[config.mk]
export PLATFORM = sky130hd
export DESIGN_NAME = psum_out_fifo
export DESIGN_NICKNAME = d
export VERILOG_FILES = /design/src/rtl/psum_out_fifo.sv
export SDC_FILE = /design/constraint.sdc
export NUM_CORES = 1
export LEC_CHECK = 0
export ABC_CLOCK_PERIOD_IN_PS = 6940
export BUFFER_PORTS_ARGS = -buffer_cell sky130_fd_sc_hd__buf_4
export CORE_MARGIN = 3
export CORE_UTILIZATION = 25
export CTS_CLUSTER_DIAMETER = 200
export DETAILED_ROUTE_END_ITERATION = 7
export SLEW_MARGIN = 15
export SYNTH_ARGS = -nofsm -noshare
export SYNTH_HDL_FRONTEND = slang
export SYNTH_SLANG_ARGS = --single-unit
export TNS_END_PERCENT = 50
[constraint.sdc]
create_clock -name clk -period 6.94 [get_ports clk]
set_clock_uncertainty 0.05 [all_clocks]
set_input_delay 0.347 -clock clk [delete_from_list [all_inputs] [get_ports clk]]
set_output_delay 0.347 -clock clk [all_outputs]
set_load 0.03 [all_outputs]
[src/rtl/psum_out_fifo.sv]
// Output buffer behind the PE datapath: captures finished partial sums, back-pressures
// the datapath when full, and drains first-word-fall-through over valid/ready.
module psum_out_fifo #(
   parameter int DATA_WIDTH = 33,
   parameter int DEPTH      = 8,
   parameter int ADDR_LEN   = 3
) (
   input  logic                  clk,
   input  logic                  rst,
   input  logic                  flush,
   input  logic                  outbuf_write,
   input  logic [DATA_WIDTH-1:0] din,
   output logic                  outbuf_full,
   output logic                  out_valid,
   input  logic                  out_ready,
   output logic [DATA_WIDTH-1:0] dout,
   output logic [ADDR_LEN:0]     count,
   output logic                  overflow
);

   localparam logic [ADDR_LEN:0] FULL_CNT = (ADDR_LEN+1)'(DEPTH);

   logic [DATA_WIDTH-1:0] mem_q [DEPTH];
   logic [ADDR_LEN-1:0]   wptr_q, wptr_d;
   logic [ADDR_LEN-1:0]   rptr_q, rptr_d;
   logic [ADDR_LEN:0]     count_q, count_d;
   logic                  overflow_q, overflow_d;
   logic                  push, pop;

   // Status decodes only from registered occupancy, never from inputs.
   assign outbuf_full = (count_q == FULL_CNT);
   assign out_valid   = (count_q != '0);
   assign count       = count_q;
   assign overflow    = overflow_q;
   assign dout        = out_valid ? mem_q[rptr_q] : '0;

   // A write while full is still accepted if the head leaves in the same cycle.
   assign pop  = out_valid & out_ready;
   assign push = outbuf_write & (~outbuf_full | pop);

   always_comb begin
      wptr_d     = wptr_q;
      rptr_d     = rptr_q;
      count_d    = count_q;
      overflow_d = overflow_q;
      if (flush) begin
         wptr_d     = '0;
         rptr_d     = '0;
         count_d    = '0;
         overflow_d = 1'b0;
      end else begin
         if (push) wptr_d = wptr_q + ADDR_LEN'(1);
         if (pop)  rptr_d = rptr_q + ADDR_LEN'(1);
         case ({push, pop})
            2'b10:   count_d = count_q + (ADDR_LEN+1)'(1);
            2'b01:   count_d = count_q - (ADDR_LEN+1)'(1);
            default: count_d = count_q;
         endcase
         if (outbuf_write && !push) overflow_d = 1'b1;
      end
   end

   always_ff @(posedge clk or negedge rst) begin
      if (!rst) begin
         wptr_q     <= '0;
         rptr_q     <= '0;
         count_q    <= '0;
         overflow_q <= 1'b0;
      end else begin
         wptr_q     <= wptr_d;
         rptr_q     <= rptr_d;
         count_q    <= count_d;
         overflow_q <= overflow_d;
      end
   end

   // Storage is not reset; the empty mask on dout hides stale contents.
   always_ff @(posedge clk) begin
      if (push && !flush) mem_q[wptr_q] <= din;
   end

endmodule
==> summary.log <==
qor: clock_network.cts_tree done
qor: logic_synthesis.synth_ff_type edfxtp_1
qor: logic_synthesis.synthesized_flop_and_latch_total 275
qor: route.vias 5053
qor: sta.fmaxAchievable 0.278 GHz
qor: critical_path.timing.critical_path.to_type primary output
qor: logic_synthesis.synth_nets 545
qor: global_route.grt_remaining_overflow 0
qor: sta.setup_repair_after_global_routing_missed_its_margin no
qor: floorplan.initial_utilization 25.4%
qor: finish.syn_to_final_growth 21.3%
qor: placement.place_ws 3.69 ns
qor: floorplan.die-area 45500 sq um
qor: floorplan.core_area 42200 sq um
qor: clock_network.clkLatencyLatePin 0.52 ns
qor: logic_synthesis.synth_area_per_cell 21.4 sq um
qor: sta.hold_vio_cnt_final 0
qor: finish.layout.cell_area.non_filler 13000 sq um
qor: sta.final_critical_delay_including_setup_and_external_delays 3.59 ns
qor: finish.finalNetCount 659
qor: sta.setup_viols_final 0
qor: logic_synthesis.syn_inst 502
qor: route.firstDrtPassIters 4
qor: global_route.maximum_number_of_pins_on_one_net_before_global_route_repair 69
qor: clock_network.setup_repair_bufs_after_cts 0
qor: global_route.grt_antenna_before_repair 1
qor: critical_path.reg2reg_slack 4.15 ns
qor: finish.drive_gt1_share 33.0%
qor: finish.diodes 0
qor: route.drc 0
qor: power.cellLeakagePower 4.12 nW
qor: run.total_of_max_cap_violations 0
qor: power.peakVddDrop 0.000163 V
qor: critical_path.reg2reg_depth 10
qor: critical_path.critical_r2r_capture count[3]$_DFFE_PN0P_
qor: sta.maxSlewViolCount 0
qor: sta.totalNegativeSetupSlack 0 ns
qor: placement.hpwlAfterDp 12500 um
qor: sta.tightest_pin_transition 1.03 ns
qor: floorplan.placementRows 75
qor: floorplan.die_h 213 um
qor: critical_path.critPathArrivalTime 3.19 ns
qor: logic_synthesis.synthDominantAreaCellType edfxtp_1
qor: clock_network.htreeDepth 1
qor: route.vias_per_cell 4.31
qor: critical_path.worst_setup_start_kind flop
qor: clock_network.clk_pin_slew 0.06 ns
qor: floorplan.design.portCount 78
qor: placement.place_area 12000 sq um
qor: route.wl_per_cell 19.3 um
qor: logic_synthesis.synth.yosys.seq_area_share 76.3%
qor: global_route.global_route.usage.total 9.92%
qor: clock_network.postCtsHoldBufs 23
qor: logic_synthesis.synth-edff-count 264
qor: logic_synthesis.synth.top_cells.by_count edfxtp_1 (264), mux4_2 (66), nor2_1 (47)
qor: global_route.grt_first_pass_wirelength 34600 um
qor: logic_synthesis.synth_area_leaders edfxtp_1 (74%), mux4_2 (14%), mux2i_1 (3.4%)
qor: route.initialDrtViolationCount 322
qor: placement.place.gp.congestion 0.658
qor: clock_network.cts_buffers 27
qor: sta.timing.final.crit_share 51.7%
qor: route.ant_nets 0
qor: critical_path.crit-reg2reg-launch count[3]$_DFFE_PN0P_
qor: finish.post_layout_nonfiller_instances 1172
qor: clock_network.clock_tree.buffer_depth 3
qor: route.totalWireLength 22600 um
qor: placement.placed_instance_count 1103
qor: logic_synthesis.synthesis.area 10700 sq um
qor: clock_network.clk_root_buffer_cell clkbuf_16
qor: critical_path.timing_endpoint_of_the_critical_path dout[29]
qor: logic_synthesis.top_count_cell_post_synth edfxtp_1
qor: logic_synthesis.async_s_r_ff_share_synth 4.00%
qor: critical_path.crit_required 6.54 ns
qor: logic_synthesis.ys_warn_count 0
qor: global_route.via_count_of_the_first_global_routing_pass 5520
qor: critical_path.startpoint rptr_q[0]$_DFFE_PN0P_
qor: power.power.total 0.00446 W
qor: clock_network.cts-resized-gates 0
qor: power.pwr_density_cell 343 nW/um^2
qor: hold_path.hold_path_class in -> reg
qor: clock_network.clock_tree_sinks 275
qor: logic_synthesis.yosysUniqueCellTypes 37
qor: sta.timing.final.ws_setup 3.35 ns
qor: run_status.outcome finished clean
qor: placement.buffer_ports.inserted 77
qor: critical_path.timing.critical_path.fanout_max 36
qor: finish.layout.filler_cells 4090
qor: floorplan.die-width 213 um
qor: critical_path.path_class reg -> out
qor: sta.max_slew_margin 31.2%
qor: logic_synthesis.fraction_of_post_synthesis_cell_area_in_the_top_cell_type_by_area 73.8%
[worst min path at each step]
stage | from | to | slack (ns) | cells past startpoint
detailed placement | rst | count[1]$_DFFE_PN0P_ | 0.15 | 1
global route | din[32] | mem_q[0][32]$_DFFE_PP_ | 0.002 | 1
global placement | rst | count[1]$_DFFE_PN0P_ | 0.15 | 1
finish | din[32] | mem_q[0][32]$_DFFE_PP_ | 0.02 | 1
CTS | din[29] | mem_q[2][29]$_DFFE_PP_ | 0.00004 | 1
floorplan | rst | count[0]$_DFFE_PN0P_ | 0.001 | 0
[registers in the layout (all words and copies together) (netlist names)]
| register | flops |
|---|---|
| count | 4 |
| mem_q | 264 |
| overflow | 1 |
| rptr_q | 3 |
| wptr_q | 3 |
[stage by stage]
step                      hold WS, ns  util [%]
final                          0.0161      30.9
after global routing          0.00169      30.9
after CTS                   0.0000428      30.9
after detailed placement        0.147      28.5
after global placement          0.147      28.5
after floorplan               0.00141         -
[routing by layer]
metal | global-route usage (%) | share of wire (%) | up-vias
li1 | - | - | 2283
met1 | 13.4 | 44 | 2648
met2 | 16.7 | 49 | 97
met3 | 2.15 | 5.5 | 23
met4 | 1.87 | 1.2 | 2
met5 | 0 | 0.044 | -
[worst max-delay path: stages, from the launching register on]
cell     delay [ns]
dfrtp_4        0.89
buf_4          0.67
mux4_2         0.59
mux2i_1        0.22
nor2_1         0.07
buf_4          0.19
[power by group]
group	switching, W	internal (W)
logic	0.000699	0.000506
clock network	0.000572	0.000705
registers	0.000109	0.00187
[kinds of logic after synthesis]
group           after synthesis  share of synthesized area (%)
compound gates               10                          0.734
xor+xnor                      6                          0.489
fa+ha+maj                     5                          0.652
buf+inv                      29                           1.21
flops                       275                           76.3
mux                         103                           17.3
simple gates                 74                           3.28
[layout by cell type, fill, tap and decap left out, types with 6 or more instances in the layout]
| master | Yosys | routed |
|---|---|---|
| mux2i_1 | 37 | 37 |
| edfxtp_1 | 264 | 264 |
| clkinv_1 | 0 | 8 |
| dfrtp_1 | 11 | 8 |
| buf_4 | 3 | 88 |
| dlygate4sd3_1 | 0 | 23 |
| mux4_2 | 66 | 66 |
| clkbuf_16 | 0 | 27 |
| nor2_1 | 47 | 44 |
| xor2_1 | 6 | 6 |
[cell type report]
| cell class | instances | area (sq um) | area share [%] |
|---|---|---|---|
| Sequential cell | 275 | 8210 | 63.0 |
| Multi-Input combinational cell | 198 | 2470 | 19.0 |
| Timing Repair Buffer | 111 | 891 | 6.84 |
| Clock buffer | 29 | 683 | 5.24 |
| Tap cell | 539 | 674 | 5.18 |
| Clock inverter | 17 | 86.3 | 0.663 |
| Inverter | 3 | 11.3 | 0.0864 |
Note: power is estimated with default switching activity, not from simulation.
